File: config.mk
export PLATFORM = sky130hd
export DESIGN_NAME = alu_wb_skid
export DESIGN_NICKNAME = d
export VERILOG_FILES = /design/src/rtl/ariane_pkg.sv /design/src/rtl/config_pkg.sv /design/src/rtl/alu_wb_lane_fifo.sv /design/src/rtl/alu_wb_skid.sv
export SDC_FILE = /design/constraint.sdc
export NUM_CORES = 1
export LEC_CHECK = 0
export ABC_CLOCK_PERIOD_IN_PS = 3900
export CAP_MARGIN = 20
export CORE_MARGIN = 3
export CORE_UTILIZATION = 45
export CTS_CLUSTER_SIZE = 20
export DETAILED_ROUTE_END_ITERATION = 16
export GPL_ROUTABILITY_DRIVEN = 0
export MAX_ROUTING_LAYER = met4
export PLACE_DENSITY = 0.77
export SLEW_MARGIN = 20
export SYNTH_ARGS = -nofsm -noshare
export SYNTH_HDL_FRONTEND = slang
export SYNTH_HIERARCHICAL = 1
export SYNTH_SLANG_ARGS = --single-unit
File: constraint.sdc
create_clock -name clk_i -period 3.9 [get_ports clk_i]
set_input_delay 0.78 -clock clk_i [delete_from_list [all_inputs] [get_ports clk_i]]
set_output_delay 0.78 -clock clk_i [all_outputs]
set_load 0.05 [all_outputs]
File: src/rtl/ariane_pkg.sv
// Shared constants for the ALU writeback skid buffer.
package ariane_pkg;

    localparam int unsigned ALU_WB_SKID_DEPTH = 2;

    // Pointer width for a power-of-two FIFO depth; at least one bit.
    function automatic int unsigned alu_wb_ptr_w(input int unsigned depth);
        return (depth > 1) ? $clog2(depth) : 1;
    endfunction

endpackage

File: src/rtl/config_pkg.sv
// Core configuration type and the default configuration used by stand-alone builds.
package config_pkg;

    typedef struct packed {
        int unsigned NrALUs;
        int unsigned XLEN;
        int unsigned TRANS_ID_BITS;
    } cva6_cfg_t;

    localparam cva6_cfg_t cva6_cfg_empty = '{NrALUs: 2, XLEN: 32, TRANS_ID_BITS: 5};

endpackage

File: src/rtl/alu_wb_lane_fifo.sv
// One in-order fall-through FIFO lane: storage, pointers, occupancy count and flush.
module alu_wb_lane_fifo
    import ariane_pkg::*;
#(
    parameter int unsigned Width = 37,
    parameter int unsigned Depth = ALU_WB_SKID_DEPTH
) (
    input  logic             clk_i,
    input  logic             rst_ni,
    input  logic             flush_i,
    input  logic             push_valid_i,
    input  logic [Width-1:0] push_data_i,
    output logic             push_ready_o,
    output logic             pop_valid_o,
    output logic [Width-1:0] pop_data_o,
    input  logic             pop_ready_i
);

    localparam int unsigned PtrW = alu_wb_ptr_w(Depth);
    localparam logic [PtrW:0] DepthCnt = Depth[PtrW:0];

    logic [Width-1:0] mem_q [Depth];
    logic [PtrW-1:0]  wr_ptr_q, wr_ptr_d, rd_ptr_q, rd_ptr_d;
    logic [PtrW:0]    count_q, count_d;
    logic             empty, push, pop, write, head_pop;

    assign empty        = (count_q == '0);
    assign push_ready_o = (count_q < DepthCnt);
    assign push         = push_valid_i && push_ready_o;

    // Empty lane presents the incoming result directly.
    assign pop_valid_o = !flush_i && (empty ? push_valid_i : 1'b1);
    assign pop_data_o  = empty ? push_data_i : mem_q[rd_ptr_q];
    assign pop         = pop_valid_o && pop_ready_i;

    assign write    = push && !flush_i && !(empty && pop);
    assign head_pop = pop && !empty;

    always_comb begin
        wr_ptr_d = wr_ptr_q;
        rd_ptr_d = rd_ptr_q;
        count_d  = count_q;
        if (flush_i) begin
            wr_ptr_d = '0;
            rd_ptr_d = '0;
            count_d  = '0;
        end else begin
            if (write) begin
                wr_ptr_d = wr_ptr_q + PtrW'(1);
                count_d  = count_d + (PtrW + 1)'(1);
            end
            if (head_pop) begin
                rd_ptr_d = rd_ptr_q + PtrW'(1);
                count_d  = count_d - (PtrW + 1)'(1);
            end
        end
    end

    always_ff @(posedge clk_i or negedge rst_ni) begin
        if (!rst_ni) begin
            wr_ptr_q <= '0;
            rd_ptr_q <= '0;
            count_q  <= '0;
        end else begin
            wr_ptr_q <= wr_ptr_d;
            rd_ptr_q <= rd_ptr_d;
            count_q  <= count_d;
        end
    end

    // Payload is never cleared; only the count decides what is valid.
    always_ff @(posedge clk_i) begin
        if (write) begin
            mem_q[wr_ptr_q] <= push_data_i;
        end
    end

endmodule

File: src/rtl/alu_wb_skid.sv
// Per-lane ALU result skid buffer ahead of the scoreboard writeback ports.
// Define ALU_WB_SKID_PERF_EN to add per-lane saturating stall counters (stall_cnt_o).
module alu_wb_skid
    import ariane_pkg::*;
#(
    parameter config_pkg::cva6_cfg_t CVA6Cfg = config_pkg::cva6_cfg_empty,
    parameter int unsigned           Depth   = ALU_WB_SKID_DEPTH
) (
    input  logic                                                   clk_i,
    input  logic                                                   rst_ni,
    input  logic                                                   flush_i,
    input  logic [CVA6Cfg.NrALUs-1:0]                              alu_valid_i,
    input  logic [CVA6Cfg.NrALUs-1:0][CVA6Cfg.TRANS_ID_BITS-1:0]   alu_trans_id_i,
    input  logic [CVA6Cfg.NrALUs-1:0][CVA6Cfg.XLEN-1:0]            alu_result_i,
    output logic [CVA6Cfg.NrALUs-1:0]                              alu_ready_o,
    output logic [CVA6Cfg.NrALUs-1:0]                              wb_valid_o,
    output logic [CVA6Cfg.NrALUs-1:0][CVA6Cfg.TRANS_ID_BITS-1:0]   wb_trans_id_o,
    output logic [CVA6Cfg.NrALUs-1:0][CVA6Cfg.XLEN-1:0]            wb_result_o,
    input  logic [CVA6Cfg.NrALUs-1:0]                              wb_ready_i
`ifdef ALU_WB_SKID_PERF_EN
    ,
    output logic [CVA6Cfg.NrALUs-1:0][31:0]                        stall_cnt_o
`endif
);

    localparam int unsigned NrALUs = CVA6Cfg.NrALUs;

    typedef struct packed {
        logic [CVA6Cfg.TRANS_ID_BITS-1:0] trans_id;
        logic [CVA6Cfg.XLEN-1:0]          result;
    } alu_wb_entry_t;

    for (genvar l = 0; l < NrALUs; l++) begin : gen_lane
        alu_wb_entry_t push_entry, pop_entry;

        assign push_entry.trans_id = alu_trans_id_i[l];
        assign push_entry.result   = alu_result_i[l];

        alu_wb_lane_fifo #(
            .Width ($bits(alu_wb_entry_t)),
            .Depth (Depth)
        ) u_lane_fifo (
            .clk_i        (clk_i),
            .rst_ni       (rst_ni),
            .flush_i      (flush_i),
            .push_valid_i (alu_valid_i[l]),
            .push_data_i  (push_entry),
            .push_ready_o (alu_ready_o[l]),
            .pop_valid_o  (wb_valid_o[l]),
            .pop_data_o   (pop_entry),
            .pop_ready_i  (wb_ready_i[l])
        );

        assign wb_trans_id_o[l] = pop_entry.trans_id;
        assign wb_result_o[l]   = pop_entry.result;

`ifdef ALU_WB_SKID_PERF_EN
        logic [31:0] stall_cnt_q;

        // Survives flush; saturates rather than wrapping.
        always_ff @(posedge clk_i or negedge rst_ni) begin
            if (!rst_ni) begin
                stall_cnt_q <= '0;
            end else if (wb_valid_o[l] && !wb_ready_i[l] && (stall_cnt_q != '1)) begin
                stall_cnt_q <= stall_cnt_q + 32'd1;
            end
        end

        assign stall_cnt_o[l] = stall_cnt_q;
`endif
    end

endmodule

==> Word level (Yosys, flattened, before mapping) <==
Memories as Yosys holds them, arrays and structs flattened.
Index checks and enable logic that the tools add are counted.
{ "totals": {"output_inout_bits": 78, "ramBits": 148, "latchBits": 0, "n_memories": 2, "elab_cells": 67, "input_bits": 81, "rom_bits": 0, "ff_bits": 8} }
{ "mem_list": {"columns": ["name", "words", "width", "rd", "rd_clocked_by_memory_dff", "wr", "line_no", "rtl"], "rows": [
  ["gen_lane[0].u_lane_fifo.mem_q", 2, 37, 1, 0, 1, "alu_wb_lane_fifo.sv:22", "logic [Width-1:0] mem_q [Depth];"],
  ["gen_lane[1].u_lane_fifo.mem_q", 2, 37, 1, 0, 1, "alu_wb_lane_fifo.sv:22", null]
]} }
{ "classes": {"mul": 0, "reduce_logical": 25, "shifts": 0, "n_eq_ne": 0, "div": 0, "order_cmp": 2, "n_bitwise": 0, "mux": 24, "add_sub_neg": 8} }
{ "op_table": {"columns": ["op", "n"], "rows": [
  ["37-bit 2-to-1 mux", 2],
  ["2-bit 2-to-1 mux", 8],
  ["1-bit logical AND", 14],
  ["1-bit 2-to-1 mux", 14],
  ["2-bit nonzero test", 4],
  ["1-bit logical NOT", 5],
  ["1-bit adder (second input constant)", 4],
  ["2-bit by 1-bit adder with 2-bit output (second input constant)", 2],
  ["2-bit logical NOT", 2],
  ["2-bit less-than comparator (second input constant)", 2],
  ["2-bit by 1-bit subtractor with 2-bit output (second input constant)", 2]
]} }

==> Longest topological paths before layout <==
{ "depth": {"word_depth": 12, "depth_mapped": 7, "mapped_depth_nobuf": 6} }

==> Modules after synthesis <==
The synthesis kept the hierarchy.
{ "modules_own_cells": {"columns": ["mod", "cells_each", "seq_area_each_um2", "n_inst", "area_each_um2"], "rows": [
  ["alu_wb_lane_fifo (gen_lane[0].u_lane_fifo)", 232, 2322.2, 1, 3276.9],
  ["alu_wb_lane_fifo (gen_lane[1].u_lane_fifo)", 230, 2322.2, 1, 3254.4]
]} }

==> Worst setup path after synthesis <==
No wires, ideal clock.
{ "synth_timing": {"path_type": "reg-to-reg", "startpoint": "reg gen_lane[0].u_lane_fifo.count_q[1]", "endpoint": "mem gen_lane[0].u_lane_fifo.mem_q[1][0] (enable)", "required_time_ps": 3415, "setup_ps": 485, "path_stages_with_launch": 6, "t_arrival_ps": 3992, "n_path_buf": 0, "period_less_slack_ps": 4477, "slack_ps": -577, "path_cell_list": "dfrtp_1 > inv_1 > ha_1 > and2_1 > nand2b_1 > nor3b_1"} }
{ "synth_via": {"elab_cells_between_ends": 12, "classes_between": "order compare (1); mux (3); reduce/logical (8)"} }
{ "synth_rtl": {"columns": ["item", "line_no", "rtl"], "rows": [
  ["start: declaration", "alu_wb_lane_fifo.sv:24", "logic [PtrW:0] count_q, count_d;"],
  ["start signal: assignment", "alu_wb_lane_fifo.sv:67", "count_q <= count_d;"],
  ["2-bit less-than comparator", "alu_wb_lane_fifo.sv:28", "assign push_ready_o = (count_q < DepthCnt);"],
  ["via alu_ready_o[0]", "alu_wb_skid.sv:15", "output logic [CVA6Cfg.NrALUs-1:0] alu_ready_o,"],
  ["1-bit logical AND", "alu_wb_lane_fifo.sv:29", "assign push = push_valid_i && push_ready_o;"],
  ["1-bit logical AND (2 in a row)", "alu_wb_lane_fifo.sv:36", "assign write = push && !flush_i && !(empty && pop);"],
  ["1-bit 2-to-1 mux", "alu_wb_lane_fifo.sv:73", "if (write) begin"],
  ["1-bit 2-to-1 mux (not written as such)", "alu_wb_lane_fifo.sv:74", "mem_q[wr_ptr_q] <= push_data_i;"],
  ["end: declaration", "alu_wb_lane_fifo.sv:22", null]
]} }
The timed path passes the listed nets, and every way through them passes these cells.

==> flow_results.org <==
** CTS
- Clock tree synthesis inserted a total of 17 buffers.
- Post_cts resized :: 0
- Post-CTS clock slew at the launch and capture registers of the worst setup and hold paths :: 0.06 ns
- Buffer levels on the longest clock path :: 2
- Root Buffer :: sky130_fd_sc_hd__clkbuf_16
- The H-tree generated during clock tree synthesis spans 4 levels.
- Hold-fix buffers, CTS :: 0
- Clock tree sinks :: 156
- Clock latency on the worst-skew pair, taken at its later pin, is 0.42 ns.
- CTS tree :: yes
- The number of setup buffers added after CTS is 0.

** Synth
- Synthesized instance count :: 462
- Yosys mapped a number of flops with a built-in enable equal to 148.
- Synthesis warning total :: 6
- Yosys top cell area share :: 0.680
- Summed over all instances, the cell type with the most area after synthesis is sky130_fd_sc_hd__edfxtp_1.
- Mean instance size in the synthesized netlist :: 14.1 sq um
- Sequential area share after synthesis :: 0.711
- Ranked by total cell area, the synthesized netlist is headed by sky130_fd_sc_hd__edfxtp_1 (68%), sky130_fd_sc_hd__mux2i_1 (12%), sky130_fd_sc_hd__o21ai_0 (5.8%).
- Number of storage elements in the synthesis netlist :: 156
- Primary flip-flop cell chosen by synthesis mapping :: sky130_fd_sc_hd__edfxtp_1
- Synthesis produced a netlist with a net count of 545.
- Unique cell type count in the Yosys netlist :: 34
- Summing every instance area after synthesis gives 6530 sq um.
- Share of async-settable or async-resettable flops after synthesis :: 0.0513

** Timing
- Clock skew on the completed layout was measured at 0.0116 ns.
- Number of max-slew violations in the final report :: 0
- The smallest clock period supported by the final layout is computed as 3.46 ns.
- Max-slew headroom at the worst pin :: 0.423
- Fin Setup TNS :: 0 ns
- Ratio of final minimum period to clock period :: 0.886
- For this run, the top clock speed supported by timing is 289 MHz.
- Slew at the pin closest to its max-slew limit :: 0.865 ns
- Setup repair after global routing missed its margin :: false
- Number of hold violations in the final report :: 0
- Setup violations remaining at the end of the flow were counted as 0.

** Power
- Dividing total power by cell area gives a power density of 616 nW/um^2.
- The worst-case IR drop observed on VDD is 0.412 mV.
- Summed over all cells, the static leakage comes to 3.08 nW.
- Total design power :: 5.51 mW

** Global route
- Overall overflow remaining after global route :: 0
- The first global-routing pass estimated 20900 um of wire.
- Largest net degree at the start of global routing :: 80
- Global-route usage over all layers :: 0.172
- The initial antenna violation count came to 0.
- The number of global-route vias before repair was 4318.

** Finish
- Count of nets after finishing :: 704
- Non-filler instance count after layout :: 813
- In the layout the commonest cells are sky130_fd_sc_hd__clkdlybuf4s50_1 (158), sky130_fd_sc_hd__edfxtp_1 (148), sky130_fd_sc_hd__nand2_1 (79).
- The number of antenna diodes in the final layout is 0.
- Compared with the post-synthesis result, the final layout area differs by 37.0%.
- After routing the design area is 8950 sq um.
- Of the cells placed in the final design, the portion with a size suffix greater than 1 is 0.0679.
- Leaving out fill and tap cells, the most frequent cell in the layout is sky130_fd_sc_hd__clkdlybuf4s50_1.

** Die
- The floorplan has 43 rows.
- The initial utilization of the core area, before any placement, comes to 0.465.
- During I/O placement, the number of pins put on the boundary was 159.
- Die boundary height :: 126 um
- Core region area :: 14000 sq um
- Die boundary width :: 126 um
- The die covers 16000 sq um.

** Routing
- Vias post-DR :: 4136
- Total wire length after detailed routing :: 13100 um
- The first detailed-routing pass took 4 iterations.
- Total DRC errors in the routed layout :: 0
- Avg WL per Cell :: 16.1 um
- Vias per Instance :: 5.09
- The count of nets left with antenna violations once routing finished came out at 0.
- After the first detailed-routing iteration, the DRC count stood at 273.

** Critical path
- Traced cell by cell, the critical path runs through inv_1 > ha_2 > buf_12 > nand2_1 > o21ai_0 > clkdlybuf4s50_1.
- The cell family contributing the most delay on the critical path is buffers and inverters.
- Crit Reg-Reg Startpoint :: gen_lane[0].u_lane_fifo/count_q[0]
- Number of logic stages on the critical path including buffering :: 6
- CP Class :: register to output pin
- Along the worst path, the maximum fanout reaches 62.
- STA classifies the critical path endpoint as an output pin.
- WP buf/inv :: 3
- The worst setup path is launched from a register.
- Worst-case reg-to-reg path depth :: 7
- At the worst endpoint, the required time is 3.12 ns.
- Among all stages on the critical path, the largest delay is contributed by sky130_fd_sc_hd__clkdlybuf4s50_1.
- Critical Path AT :: 2.68 ns
- The most critical setup path has its startpoint at gen_lane[1].u_lane_fifo/count_q[1].
- Critical path's largest stage delay :: 0.85 ns

** Placed design
- HPWL reported at the end of detailed placement :: 8580 um
- During placement, the flow inserted port buffers numbering 158.
- In this run, placement finished with an instance count of 782.
- The placed instances occupy a cell area of 8350 sq um.

** Min path
- Launch instance of the worst min-delay path :: gen_lane[1].u_lane_fifo/wr_ptr_q
- Along the worst hold path, the cell count comes to 2.
- Worst hold path class :: register to register

** Run
- Total of max-cap violations :: 0

** Status
- Status :: complete, no violations
==> area by class of cell <==
type                       count  area [sq um]
tap                          180           225
inverter                       7          26.3
clock inverter                13           173
multi-input combinational    273          1760
sequential                   156          4650
fill                        1056          5090
clock buffer                  18           429
timing repair buffer         166          1690
==> cells in the mapped netlist, drive strengths merged, types with 2 or more instances <==
| library cell | count |
|---|---|
| clkbuf | 9 |
| buf | 17 |
| nor3b | 2 |
| nor2b | 3 |
| o21ai | 77 |
| nor2 | 7 |
| inv | 7 |
| nand2 | 79 |
| a21oi | 6 |
| xor2 | 2 |
| edfxtp | 148 |
| mux2i | 76 |
| dfrtp | 8 |
| ha | 2 |
| nand2b | 4 |
==> routing by layer <==
layer / GRT usage / wire length, um / part of all wire / vias to the layer above
met1: 0.215 / 5650 / 0.43 / 1930
met3: 0.0581 / 1070 / 0.081 / 17
met2: 0.263 / 6220 / 0.47 / 154
met4: 0.0593 / 162 / 0.012 / 0
li1: - / - / - / 2035
met5: - / 0 / 0 / -
==> sequential cells by signal, indices dropped and copies added, names as in the netlist <==
register / count
gen_lane.u_lane_fifo/count_q: 4
gen_lane.u_lane_fifo/wr_ptr_q: 2
gen_lane.u_lane_fifo/mem_q: 148
gen_lane.u_lane_fifo/rd_ptr_q: 2
==> stage by stage <==
stage                     hold slack [ns]  utilization  worst slack, ns
after floorplan                     0.484            -            0.701
after detailed placement            0.607        0.594            0.673
final                               0.615        0.637            0.443
after CTS                           0.624        0.637            0.413
after global routing                0.660        0.637            0.250
after global placement              0.590        0.594            0.679
==> worst reg2reg max path, cell delays in order, from the launching register on <==
cell	delay, ns
sky130_fd_sc_hd__dfrtp_1	0.42
sky130_fd_sc_hd__inv_1	0.09
sky130_fd_sc_hd__ha_2	0.20
sky130_fd_sc_hd__buf_12	0.19
sky130_fd_sc_hd__and2_1	0.19
sky130_fd_sc_hd__nand2b_1	0.21
sky130_fd_sc_hd__nor3b_4	0.21
sky130_fd_sc_hd__buf_4	0.45
==> cell families after synthesis <==
logic type	Yosys count	share of synthesized area
buf+inv	33	0.0255
simple gates	102	0.0655
flops	156	0.711
fa+ha+maj	2	0.00383
mux	77	0.118
compound gates	89	0.0718
xor+xnor	3	0.00402
==> path summary, 6_finish.rpt <==
kind	to	slack, ns
max in group asynchronous	gen_lane[1].u_lane_fifo/rd_ptr_q	2.93
hold reg to reg	gen_lane[1].u_lane_fifo/wr_ptr_q	0.61
hold / removal	gen_lane[1].u_lane_fifo/wr_ptr_q	0.61
setup reg to reg	gen_lane[0].u_lane_fifo/mem_q[1][10]	1.54
setup / recovery	wb_result_o[63]	0.44
min in group asynchronous	gen_lane[1].u_lane_fifo/wr_ptr_q	0.66
==> power breakdown <==
group / leakage [nW] / switching, mW / internal [mW] / total [mW]
clock: 0.286 / 0.607 / 1.06 / 1.67
sequential: 1.45 / 0.0366 / 1.93 / 1.97
combinational: 1.34 / 1.25 / 0.632 / 1.88
total: 3.08 / 1.89 / 3.62 / 5.51
Power figures use the tool's default switching activity.
